`config.mk`:
```
export PLATFORM = sky130hd
export DESIGN_NAME = wide_add_sequencer
export DESIGN_NICKNAME = d
export VERILOG_FILES = /design/src/rtl/wide_add_sequencer.sv
export SDC_FILE = /design/constraint.sdc
export NUM_CORES = 1
export LEC_CHECK = 0
export CAP_MARGIN = 30
export CORE_MARGIN = 1.5
export CORE_UTILIZATION = 30
export DETAILED_ROUTE_END_ITERATION = 6
export SLEW_MARGIN = 40
export SYNTH_ARGS = -nofsm -noshare
export SYNTH_HDL_FRONTEND = slang
export SYNTH_SLANG_ARGS = --single-unit
```
`constraint.sdc`:
```
create_clock -name clk_i -period 15.44 [get_ports clk_i]
set_clock_uncertainty 0.1 [all_clocks]
set_input_delay 3.088 -clock clk_i [delete_from_list [all_inputs] [get_ports clk_i]]
set_output_delay 3.088 -clock clk_i [all_outputs]
set_load 0.01 [all_outputs]
```
`src/rtl/wide_add_sequencer.sv`:
```
// Multi-precision add/subtract sequencer: walks a WIDE_WIDTH operand pair through one
// CHUNK_WIDTH carry-skip adder, least-significant chunk first, carrying through a register.
module wide_add_sequencer #(
  parameter  int CHUNK_WIDTH = 32,
  parameter  int CHUNK_NUM   = 4,
  localparam int WIDE_WIDTH  = CHUNK_WIDTH * CHUNK_NUM
) (
  input  logic                  clk_i,
  input  logic                  rst_ni,
  input  logic                  start_valid_i,
  output logic                  start_ready_o,
  input  logic [WIDE_WIDTH-1:0] operand1_i,
  input  logic [WIDE_WIDTH-1:0] operand2_i,
  input  logic                  carry_i,
  input  logic                  sub_i,
  output logic                  result_valid_o,
  input  logic                  result_ready_i,
  output logic [WIDE_WIDTH-1:0] sum_o,
  output logic                  carry_o,
  output logic                  overflow_o,
  output logic                  busy_o
);

  localparam int            KW     = $clog2(CHUNK_NUM);
  localparam logic [KW-1:0] K_LAST = KW'(CHUNK_NUM - 1);

  typedef enum logic [1:0] {IDLE, RUN, DONE} state_t;

  state_t                  state_q, state_d;
  logic [WIDE_WIDTH-1:0]   op1_q, op2_q, sum_q;
  logic                    carry_q, sub_q, carry_out_q, ovf_q;
  logic [KW-1:0]           k_q;
  logic [CHUNK_WIDTH-1:0]  add_a, add_b, add_sum;
  logic                    add_cout;
  logic                    accept, last_chunk;

  assign accept     = (state_q == IDLE) && start_valid_i;
  assign last_chunk = (k_q == K_LAST);
  assign add_a      = op1_q[k_q*CHUNK_WIDTH +: CHUNK_WIDTH];
  assign add_b      = op2_q[k_q*CHUNK_WIDTH +: CHUNK_WIDTH];

  // Carry-skip adder: 4-bit ripple blocks; a fully propagating block forwards its carry-in.
  always_comb begin : carry_skip_adder
    logic       c;
    logic [4:0] blk;
    c       = carry_q;
    blk     = '0;
    add_sum = '0;
    for (int b = 0; b < CHUNK_WIDTH / 4; b++) begin
      blk                = {1'b0, add_a[4*b +: 4]} + {1'b0, add_b[4*b +: 4]} + {4'b0, c};
      add_sum[4*b +: 4]  = blk[3:0];
      c                  = (&(add_a[4*b +: 4] ^ add_b[4*b +: 4])) ? c : blk[4];
    end
    add_cout = c;
  end

  always_ff @(posedge clk_i or negedge rst_ni) begin
    if (!rst_ni) state_q <= IDLE;
    else         state_q <= state_d;
  end

  always_comb begin
    state_d        = state_q;
    start_ready_o  = 1'b0;
    busy_o         = 1'b0;
    result_valid_o = 1'b0;
    case (state_q)
      IDLE: begin
        start_ready_o = 1'b1;
        if (start_valid_i) state_d = RUN;
      end
      RUN: begin
        busy_o = 1'b1;
        if (last_chunk) state_d = DONE;
      end
      DONE: begin
        result_valid_o = 1'b1;
        if (result_ready_i) state_d = IDLE;
      end
      default: state_d = IDLE;
    endcase
  end

  // Subtraction runs as op1 + ~op2 + ~borrow; the final carry is inverted back into a borrow.
  always_ff @(posedge clk_i or negedge rst_ni) begin
    if (!rst_ni) begin
      op1_q       <= '0;
      op2_q       <= '0;
      sum_q       <= '0;
      carry_q     <= 1'b0;
      sub_q       <= 1'b0;
      carry_out_q <= 1'b0;
      ovf_q       <= 1'b0;
      k_q         <= '0;
    end else if (accept) begin
      op1_q   <= operand1_i;
      op2_q   <= sub_i ? ~operand2_i : operand2_i;
      carry_q <= carry_i ^ sub_i;
      sub_q   <= sub_i;
      k_q     <= '0;
    end else if (state_q == RUN) begin
      sum_q[k_q*CHUNK_WIDTH +: CHUNK_WIDTH] <= add_sum;
      carry_q <= add_cout;
      if (last_chunk) begin
        carry_out_q <= add_cout ^ sub_q;
        ovf_q       <= (op1_q[WIDE_WIDTH-1] == op2_q[WIDE_WIDTH-1]) &&
                       (add_sum[CHUNK_WIDTH-1] != op1_q[WIDE_WIDTH-1]);
      end else begin
        k_q <= k_q + KW'(1);
      end
    end
  end

  assign sum_o      = sum_q;
  assign carry_o    = carry_out_q;
  assign overflow_o = ovf_q;

endmodule

```
==> run summary <==
Fin. Hold Viols: 0
Multi-input logic area: 7930 um2
Global-route wire length before repair: 87,300 um
Async set or reset register ratio after synthesis: 100%
Psw: 2.40 mW
Initial antenna violation count: 8
HPWL after DPL: 42,600 um
Vias per cell: 4.70
Largest delay share family, worst path: adder cells
Leak: 11.0 nW
Top post-synthesis cells by area: dfrtp_1 (54%), nand2_1 (13%), mux4_2 (7.9%), xnor2_1 (6.6%), o21ai_0 (6.2%)
Dominant synthesized flop cell: dfrtp_1
Worst path slowest cell: dfrtp_4
Layout cells sized above 1: 8.08%
Critical Path End Type: flop
Antenna Violating Nets Remaining: 0
Maxcap violations: 0
Cell count after placement: 2,866
Status: complete, no violations
Vias in the first global route: 14,500
CP Buf/Inv Count: 4
Core Area: 60,400 um2
CTS Sinks: 392
Met2 WL: 25,700 um
Fillcell total: 5,818
Largest net degree at the start of global routing: 125
Die Area: 62,600 um2
CTS tree: yes
Crit path top cell by count: fa_1
# rows: 90
Vias: 13,900
Hold WS: 0.372 ns
DR DRC count: 0
TNS Setup: 0 ns
Synth cell types: 44
FMAX: 0.0762 GHz
GRT Total Usage: 18.3%
Clock buffer depth: 3
Sequential share of the synthesized area: 53.5%
Setup Fix Bufs, Post-CTS: 0
Worst Setup Start Kind: flop
Sequential share of power: 30.3%
Synth top area share: 53.5%
Metal3 WL: 3040 um
Rel. slew slack: 45.1%
Final setup fails: 0
Net Count, Synth: 2,096
P per Cell Area: 232 nW/um2
Finished Cell Area: 24,600 um2
Worst-Margin Slew: 0.823 ns
P&R area growth vs syn: 34.5%
TritonCTS buffer count: 45
# hold bufs at CTS: 0
Syn Area/Cell: 10.3 um2
Cell-internal power: 3.33 mW
Sequential Area: 9820 um2
Worst skew pair latency: 0.58 ns
# IOs: 395
Initial Utilization: 30.4%
Flops & latches, synth: 392
Worst path arrival time: 13.52 ns
CTS H-tree depth: 2
Non-Filler Instances: 2,950
Placed inst area: 23,000 um2
Commonest non-fill, non-tap cell in the layout: nand2_1
Hold Path Class: flop to flop
Clock-pin slew on the worst setup and hold paths: 0.06 ns
Clock power share: 20.1%
WS Path Type: flop to flop
Post-CTS sizing: 0
Global route total overflow: 0
Root Buffer: clkbuf_16
CP max FO: 22
Post-DR wirelength/cell: 19.4 um
Sw frac: 41.9%
# port buffers: 394
Gate power share: 49.6%
Die Span Y: 250 um
Nets: 2,448
Die Width: 250 um
Yosys warning total: 0
GPL Wtd Cong: 0.796
Met1 wire length: 27,100 um
Fin. max-slew vios: 0
Synthesized instance count: 1,780
Drt pass-1 iters: 5
WP data required: 15.84 ns
Number of flops mapped to enable cells by yosys: 0
Worst path max stage delay: 0.76 ns
Final critical-path required period: 13.12 ns
Max VDD drop: 0.151 mV
Final period util: 85.0%
Most frequent cells in the layout: nand2_1 (617), clkdlybuf4s50_1 (392), dfrtp_1 (390), o21ai_0 (226), xnor2_1 (139)
Iter 0 DRT Violations: 691
Post-Route WL: 57,300 um
RSZ-0062 raised after global routing: false
Max Used Layer: met5
Post-synthesis cell area: 18,300 um2
Leading area contributor after synthesis: dfrtp_1
==> metrics by stage <==
step                power [mW]  utilization (%)  setup slack [ns]
finish                    5.72             40.8              2.32
global route              6.15             40.8              1.33
CTS                       5.78             40.7              2.22
detailed placement        4.61             38.1              2.28
global placement          4.51             38.0              2.39
floorplan                 3.40                -              3.37
==> state kept, by name, summed over array words and instances (netlist names), 2 cells and up <==
| register | flops |
|---|---|
| k_q | 2 |
| op1_q | 128 |
| op2_q | 128 |
| state_q | 2 |
| sum_o | 128 |
==> layer usage <==
metal,track usage [%],vias up
met1,25.8,6814
met4,5.00,10
li1,-,6591
met5,0,-
met3,4.06,78
met2,28.3,359
==> power groups by stage <==
stage | sequential, mW | combinational [mW] | clock (mW)
finish | 1.74 | 2.84 | 1.15
CTS | 1.74 | 2.86 | 1.18
detailed placement | 1.76 | 2.85 | 0
global route | 1.79 | 3.14 | 1.22
floorplan | 1.69 | 1.71 | 0
global placement | 1.74 | 2.76 | 0
==> worst register-to-register path: cells and delay by family, from the launching register on <==
family	cells	cell delay, ns
AOI/OAI and AO/OA	18	2.82
DFF	1	0.76
muxes	3	0.79
buffers and inverters	4	0.59
adders and majority gates	15	6.30
and+or+nand+nor	13	1.71
==> worst paths after layout <==
kind,slack [ns],cells past startpoint,startpoint,to
hold reg to reg,0.37,2,op1_q[113],op1_q[113]
setup / recovery,2.32,53,k_q[0],carry_o
hold / removal,0.37,2,op1_q[113],op1_q[113]
setup reg to reg,2.32,53,k_q[0],carry_o
max in group asynchronous,10.90,4,rst_ni,op2_q[19]
min in group asynchronous,2.32,1,rst_ni,sum_o[13]
==> logic make-up (layout without fill, tap and decap cells) <==
kind of cell / count (synthesis) / after routing / synth area share, %
AO/OA/AOI/OAI: 301 / 301 / 9.52
adder cells (fa/ha/maj): 54 / 54 / 4.34
XOR/XNOR: 146 / 146 / 6.98
AND/OR/NAND/NOR: 670 / 670 / 14.3
flip-flops: 392 / 392 / 53.5
other: 0 / 2 / 0
multiplexers: 66 / 66 / 7.98
buffers and inverters: 151 / 537 / 3.37
==> cell type report <==
cell class | instances | share of cell area (%)
clock buffer | 61 | 5.19
inverter | 43 | 0.655
antenna | 2 | 0.0203
sequential | 392 | 39.8
clock inverter | 20 | 1.29
tap | 782 | 3.97
multi-input combinational | 1237 | 32.2
timing repair buffer | 413 | 16.8
==> synthesized netlist by cell type, types with 2 or more instances <==
library cell / number
nand2_1: 618
dfrtp_1: 392
o21ai_0: 226
xnor2_1: 139
clkbuf_1: 65
mux4_2: 64
a22o_1: 41
inv_1: 41
buf_2: 40
ha_1: 38
nor2_1: 21
fa_1: 16
a21oi_1: 13
a21o_1: 10
nand4_1: 8
xor2_1: 7
nor2b_1: 5
nand2b_1: 4
and4_1: 3
buf_1: 3
inv_2: 2
mux2i_1: 2
Power figures use the tool's default switching activity.
